==> src/rtl/ps2_host_tx_if.sv <==
// ps2_host_tx_if: command/status bus between the controlling logic and the PS/2 host transmitter
// Signals:
//   tx_data     command byte to send
//   tx_valid    send request, taken when tx_ready is high
//   tx_ready    transmitter idle and able to take a byte
//   busy        transfer in progress
//   done        one-cycle pulse: byte sent and acknowledged
//   err_noack   one-cycle pulse: device did not acknowledge
//   err_timeout one-cycle pulse: device stopped clocking
interface ps2_host_tx_if;
  logic [7:0] tx_data;
  logic       tx_valid;
  logic       tx_ready;
  logic       busy;
  logic       done;
  logic       err_noack;
  logic       err_timeout;
  modport master (output tx_data, tx_valid, input tx_ready, busy, done, err_noack, err_timeout);
  modport slave  (input tx_data, tx_valid, output tx_ready, busy, done, err_noack, err_timeout);
endinterface

==> src/rtl/ps2_host_tx.sv <==
// ps2_host_tx: host-to-device PS/2 transmitter (inhibit, request-to-send, 8 data + odd parity + stop, ACK)
// Ports:
//   sys_clk     system clock
//   reset       asynchronous active-low reset
//   host        command/status bus (slave side)
//   ps2_clk_in  raw PS/2 clock pin level (asynchronous)
//   ps2_dat_in  raw PS/2 data pin level (asynchronous)
//   ps2_clk_oe  1 = pull PS/2 clock low, 0 = release
//   ps2_dat_oe  1 = pull PS/2 data low, 0 = release
module ps2_host_tx #(
  parameter int INHIBIT_CYC = 6000,
  parameter int TIMEOUT_CYC = 750000,
  parameter int CNT_W       = 20
) (
  input  logic              sys_clk,
  input  logic              reset,
  ps2_host_tx_if.slave      host,
  input  logic              ps2_clk_in,
  input  logic              ps2_dat_in,
  output logic              ps2_clk_oe,
  output logic              ps2_dat_oe
);
  typedef enum logic [2:0] {IDLE, INHIBIT, RTS, SEND, ACK, WAIT_IDLE} state_t;
  localparam logic [CNT_W-1:0] INH_T = CNT_W'(INHIBIT_CYC - 1);
  localparam logic [CNT_W-1:0] TMO_T = CNT_W'(TIMEOUT_CYC - 1);
  state_t state, state_n;
  logic [CNT_W-1:0] cnt, cnt_n;
  logic [3:0] k, k_n;
  logic [7:0] shreg, shreg_n;
  logic par, par_n;
  logic clk_oe_n, dat_oe_n, done_q, done_n, noack_q, noack_n, tmo_q, tmo_n;
  logic [1:0] clk_s, dat_s;
  logic clk_h, fall, tmo;
  assign fall = clk_h & ~clk_s[1];
  assign tmo = cnt == TMO_T;
  assign host.tx_ready = state == IDLE;
  assign host.busy = state != IDLE;
  assign host.done = done_q;
  assign host.err_noack = noack_q;
  assign host.err_timeout = tmo_q;
  always_comb begin
    state_n = state;
    cnt_n = cnt;
    k_n = k;
    shreg_n = shreg;
    par_n = par;
    clk_oe_n = ps2_clk_oe;
    dat_oe_n = ps2_dat_oe;
    done_n = 1'b0;
    noack_n = 1'b0;
    tmo_n = 1'b0;
    case (state)
      IDLE: if (host.tx_valid) begin
        state_n = INHIBIT;
        cnt_n = '0;
        k_n = '0;
        shreg_n = host.tx_data;
        par_n = ~^host.tx_data;
        clk_oe_n = 1'b1;
      end
      INHIBIT: if (cnt == INH_T) begin
        state_n = RTS;
        cnt_n = '0;
        clk_oe_n = 1'b0;
        dat_oe_n = 1'b1;
      end else cnt_n = cnt + 1'b1;
      default: begin
        // from clock release onward the counter measures the timeout window and saturates
        cnt_n = tmo ? cnt : cnt + 1'b1;
        if (tmo) begin
          state_n = IDLE;
          clk_oe_n = 1'b0;
          dat_oe_n = 1'b0;
          tmo_n = 1'b1;
        end else case (state)
          RTS: begin
            state_n = SEND;
            k_n = '0;
          end
          SEND: if (fall) begin
            dat_oe_n = (k == 4'd8) ? ~par : (k == 4'd9) ? 1'b0 : ~shreg[k[2:0]];
            k_n = k + 1'b1;
            state_n = (k == 4'd9) ? ACK : SEND;
          end
          ACK: if (fall) begin
            noack_n = dat_s[1];
            state_n = dat_s[1] ? IDLE : WAIT_IDLE;
          end
          WAIT_IDLE: if (clk_s[1] & dat_s[1]) begin
            done_n = 1'b1;
            state_n = IDLE;
          end
          default: state_n = IDLE;
        endcase
      end
    endcase
  end
  always_ff @(posedge sys_clk or negedge reset) begin
    if (!reset) begin
      state <= IDLE;
      cnt <= '0;
      k <= '0;
      shreg <= '0;
      par <= 1'b0;
      ps2_clk_oe <= 1'b0;
      ps2_dat_oe <= 1'b0;
      done_q <= 1'b0;
      noack_q <= 1'b0;
      tmo_q <= 1'b0;
      clk_s <= 2'b11;
      dat_s <= 2'b11;
      clk_h <= 1'b1;
    end else begin
      state <= state_n;
      cnt <= cnt_n;
      k <= k_n;
      shreg <= shreg_n;
      par <= par_n;
      ps2_clk_oe <= clk_oe_n;
      ps2_dat_oe <= dat_oe_n;
      done_q <= done_n;
      noack_q <= noack_n;
      tmo_q <= tmo_n;
      clk_s <= {clk_s[0], ps2_clk_in};
      dat_s <= {dat_s[0], ps2_dat_in};
      clk_h <= clk_s[1];
    end
  end
endmodule

==> src/flat_wrapper.sv <==
// flat-port wrapper written by rule: the top's interface ports become plain ports
module ps2_host_tx_flat 
#(
  parameter int INHIBIT_CYC = 6000,
  parameter int TIMEOUT_CYC = 750000,
  parameter int CNT_W       = 20
)
  (sys_clk, reset, ps2_clk_in, ps2_dat_in, ps2_clk_oe, ps2_dat_oe, host_tx_data, host_tx_valid, host_tx_ready, host_busy, host_done, host_err_noack, host_err_timeout);
  ps2_host_tx_if host_i ();
  input  logic sys_clk;
  input  logic reset;
  input  logic ps2_clk_in;
  input  logic ps2_dat_in;
  output logic ps2_clk_oe;
  output logic ps2_dat_oe;
  input wire logic [$bits(host_i.tx_data)-1:0] host_tx_data;
  input wire logic [$bits(host_i.tx_valid)-1:0] host_tx_valid;
  output wire logic [$bits(host_i.tx_ready)-1:0] host_tx_ready;
  output wire logic [$bits(host_i.busy)-1:0] host_busy;
  output wire logic [$bits(host_i.done)-1:0] host_done;
  output wire logic [$bits(host_i.err_noack)-1:0] host_err_noack;
  output wire logic [$bits(host_i.err_timeout)-1:0] host_err_timeout;
  assign host_i.tx_data = host_tx_data;
  assign host_i.tx_valid = host_tx_valid;
  assign host_tx_ready = host_i.tx_ready;
  assign host_busy = host_i.busy;
  assign host_done = host_i.done;
  assign host_err_noack = host_i.err_noack;
  assign host_err_timeout = host_i.err_timeout;
  ps2_host_tx #(.INHIBIT_CYC(INHIBIT_CYC), .TIMEOUT_CYC(TIMEOUT_CYC), .CNT_W(CNT_W)) u_core (.sys_clk(sys_clk), .reset(reset), .host(host_i), .ps2_clk_in(ps2_clk_in), .ps2_dat_in(ps2_dat_in), .ps2_clk_oe(ps2_clk_oe), .ps2_dat_oe(ps2_dat_oe));
endmodule
==> config.mk <==
export PLATFORM = sky130hd
export DESIGN_NAME = ps2_host_tx_flat
export DESIGN_NICKNAME = d
export VERILOG_FILES = /design/src/rtl/ps2_host_tx_if.sv /design/src/rtl/ps2_host_tx.sv /design/src/flat_wrapper.sv
export SDC_FILE = /design/constraint.sdc
export NUM_CORES = 1
export LEC_CHECK = 0
export ABC_AREA = 1
export BUFFER_PORTS_ARGS = -buffer_cell sky130_fd_sc_hd__buf_2
export CAP_MARGIN = 20
export CORE_UTILIZATION = 61
export DETAILED_ROUTE_END_ITERATION = 8
export GPL_ROUTABILITY_DRIVEN = 0
export GPL_TIMING_DRIVEN = 0
export PLACE_DENSITY = 0.8
export SLEW_MARGIN = 20
export SYNTH_ARGS = -nofsm -noshare
export SYNTH_HDL_FRONTEND = slang
export SYNTH_SLANG_ARGS = --single-unit
==> constraint.sdc <==
create_clock -name sys_clk -period 1.97 [get_ports sys_clk]
set_input_delay 0.2955 -clock sys_clk [delete_from_list [all_inputs] [get_ports sys_clk]]
set_output_delay 0.2955 -clock sys_clk [all_outputs]
set_load 0.05 [all_outputs]
==> results.md <==
Synth:
- Counting every net in the synthesized netlist gives 450.
- The most common cell in the synthesized netlist is nand2_1.
- The most used flip-flop cell after synthesis is dfrtp_1.
- The post-synthesis average cell area is 7.126 sq um.
- By count the netlist is led by nand2_1, dfrtp_1, nor2_1, inv_1, nand3_1.
- The instance count of the mapped netlist is 433.
- For this run, the number of Yosys warnings is 0.
- After synthesis the cells add up to 3085 sq um.
- Sequential cells were found to cover 37.51% of the synthesized design area.
- The biggest area contributor in the post-synthesis netlist is dfrtp_1.
- The count of state elements after synthesis is 46.
- The count of distinct cell types in the synthesized netlist is 40.
- By area the synthesized netlist is led by dfrtp_1, nand2_1, nand3_1, nor2_1, inv_1.
- The portion of synthesized cell area occupied by the leading cell type is 33.25%.
- The count of flip-flops with a built-in enable after synthesis is 0.
- In the synthesized netlist the async set-or-reset flop fraction comes to 100.0%.

Power and ir drop:
- The peak ir drop on the vdd network is 0.0007342 V.
- The leakage power summed over all cells is 0.001638 uW.
- In this run the power density over the cells is 1067 nW/um^2.

Timing:
- The final count of hold timing violations came to 31.
- The final count of pins violating max slew is 0.
- The slew at the pin closest to its max-slew limit is 0.5731 ns.
- The worst path needs 1.843 ns of the cycle, external delays included.
- Final hold analysis gives a worst-case slack of -0.01761 ns.
- Timing would allow up to 0.5425 GHz.
- The final clock period utilization by the worst path is 93.56%.
- In the final timing run, aggregate negative setup slack is 0 ns.
- Across the routed clock network, the largest skew measured is 0.01269 ns.
- Setup repair after global routing left no endpoint under its margin.
- The worst-case headroom to the max-slew limit is 61.79%.
- The total setup violations reported at the end of the flow is 0.

CTS:
- The later pin in the worst-skew pair is clocked with a latency of 0.31 ns.
- The clock root buffer is clkbuf_8.
- The number of clock sinks seen by CTS is 46.
- The hold buffer count at cts is 0.
- The number of levels in the clock H-tree is 2.
- Post-CTS timing repair inserted 0 buffers for setup.
- The clock transition at the registers of the reported paths is 0.09 ns.
- TritonCTS built the clock tree.
- The TritonCTS buffer count is 5.
- No sink is reached through more buffers than the 2 on the longest clock path.

Routing:
- Once detail routing completed, the nets flagged for antenna violations numbered 0.
- The post-route DRC violation count is 0.
- Using the TritonRoute via totals, the vias-per-cell ratio works out to 5.442.
- The via count of the routed design is 2868.
- For this run, the detailed router's first-pass iteration total came to 4.
- In this run, the number of DRC markers left after iteration 0 of detailed routing was 264.
- The post-detailed-routing wire length is 6865 um.
- The wire length per cell after detailed routing is 13.03 um.

Finish:
- The number of inserted filler cells in the final layout is 422.
- After the last flow step, the layout net total stands at 476.
- The area growth from synthesis to layout is 9.246%.
- The fraction of final layout cells with drive strength greater than 1 is 17.83%.
- 0 antenna diodes ended up in the layout.
- The final design area excluding fillers is 3371 sq um.
- The number of non-filler instances in the completed layout is 527.

Global route:
- The remaining global-route overflow is 0.
- In the global route stage, overall resource usage came out at 28.44%.
- The first-pass GRT wire length is 11520 um.
- The via count of the first global-routing pass is 2604.
- The initial antenna violation count is 0.
- Entering global routing, the biggest net connects 47 pins.

Critical path:
- The data arrival time of the critical path is 1.55 ns.
- STA puts the critical path data required time at 1.67 ns.
- On the critical path the largest part of the delay comes from buffers and inverters.
- The capturing element type of the critical path is a primary output.
- In this run the worst path has a maximum fanout of 10.
- STA classifies the critical path startpoint as a flop.
- The highest-delay cell along the critical path is dfrtp_1.
- Walking the worst path, the cells encountered are nor2_1, nand2_2, inv_2, buf_2.
- For this run, the slowest stage of the critical path takes 0.44 ns.
- Counting both buffers and inverters, the worst setup path holds a total of 2.
- The critical path class is flop to primary output.

Worst hold path:
- The type of the most critical hold path is primary input to asynchronous set/reset pin.

Die:
- The die extent in x is 73.12 um.
- The overall die area is 5347 sq um.
- In this run the count of I/O pins placed on the die edge is 20.
- Once the floorplan was initialized, standard cells occupied 64.47% of the core.
- The initialized floorplan defines 25 standard-cell rows.
- The placeable core region is 4786 sq um.
- The vertical extent of the die is 73.12 um.

Outcome:
- The checks that failed: negative hold slack.
- The flow ran to the end, but the final reports show violations.

Run:
- The tool flagged a number of max-cap violations equal to 0.

Place:
- The placed instances occupy a cell area of 3264 sq um.
- Detailed placement ended at an HPWL of 5150 um.
- Input and output buffers added on the ports amount to 19.
- After detailed placement, the design holds a cell count of 519.
cell type report:
cell class | instances | area (sq um) | area share (%)
inverter | 49 | 188.9 | 5.605
timing repair buffer | 19 | 97.59 | 2.895
multi-input combinational | 329 | 1682 | 49.89
clock inverter | 2 | 12.51 | 0.3712
sequential | 46 | 1159 | 34.37
tap | 67 | 83.83 | 2.487
buffer | 9 | 65.06 | 1.930
clock buffer | 6 | 82.58 | 2.450
cell usage in the layout, fill, tap and decap left out, types with 4 or more instances in the layout:
| cell | n |
|---|---|
| nand4_1 | 7 |
| nor2_1 | 37 |
| clkinv_1 | 4 |
| o21ai_2 | 5 |
| dfrtp_1 | 40 |
| o21ai_0 | 10 |
| inv_1 | 36 |
| nor2_2 | 6 |
| buf_2 | 22 |
| xor2_1 | 9 |
| o21ai_1 | 9 |
| nor3_1 | 6 |
| nand2_2 | 4 |
| clkbuf_8 | 6 |
| nand2_1 | 161 |
| inv_2 | 8 |
| nand3_1 | 32 |
| dfstp_2 | 5 |
| o211ai_1 | 8 |
| xnor2_1 | 5 |
path summary, 6_finish.rpt:
kind,startpoint,to,slack (ns),cells past startpoint
max,u_core.state[1],host_tx_ready,0.13,4
min,reset,u_core.cnt[17],-0.02,1
max reg2reg,u_core.cnt[0],u_core.state[0],0.15,8
min reg2reg,u_core.dat_s[0],u_core.dat_s[1],0.36,0
max in group asynchronous,reset,u_core.cnt[0],1.57,1
min in group sys_clk,ps2_clk_in,u_core.clk_s[0],0.09,1
layer usage:
metal | vias up | global-route usage [%] | wire [um]
li1 | 1430 | - | -
met1 | 1331 | 35.25 | 2915
met2 | 84 | 49.07 | 3429
met3 | 23 | 3.729 | 279
met4 | 0 | 13.07 | 240
met5 | - | 0 | 0
what timing repair did:
item                                    CTS  global route
endpoints found under the hold margin     0             0
resized for setup                         1             2
pin swaps                                 0             0
endpoints found under the setup margin    2             3
gates cloned                              0             0
worst register-to-register path: cells and delay by family (launching register included):
family / cells / cell delay [ns]
and+or+nand+nor: 6 / 0.76
DFF: 1 / 0.44
adders and majority gates: 1 / 0.29
AOI/OAI and AO/OA: 1 / 0.24
sequential cells by signal, summed over array words and instances, names as in the netlist:
name                     count
u_core.par                   1
u_core.clk_s                 2
u_core.ps2_clk_oe            1
u_core.shreg                 8
u_core.host.done             1
u_core.host.err_timeout      1
u_core.state                 3
u_core.clk_h                 1
u_core.dat_s                 2
u_core.cnt                  20
u_core.ps2_dat_oe            1
u_core.k                     4
u_core.host.err_noack        1
power by group:
part | internal, uW | switching [uW] | leakage (uW)
clock network | 282 | 331 | 0.0000472
registers | 1160 | 245 | 0.000596
logic | 486 | 1090 | 0.000995
logic make-up after synthesis:
kind of cell,after synthesis,synth area share [%]
simple gates,273,40.11
xor+xnor,14,3.974
buf+inv,58,8.232
fa+ha+maj,4,1.622
flops,46,37.51
compound gates,38,8.557
per-stage QoR:
step	util (%)	power [uW]	hold slack, ns	setup slack, ns
after global placement	68.21	2944	0.3461	0.04804
after CTS	70.25	3601	0.07534	0.08073
after global routing	70.43	3856	0.02961	0.02184
after floorplan	-	2580	-0.00009107	0.1980
after detailed placement	68.21	2981	0.3511	0.01131
final	70.43	3597	-0.01761	0.1268
(Power assumes the default switching activity.)
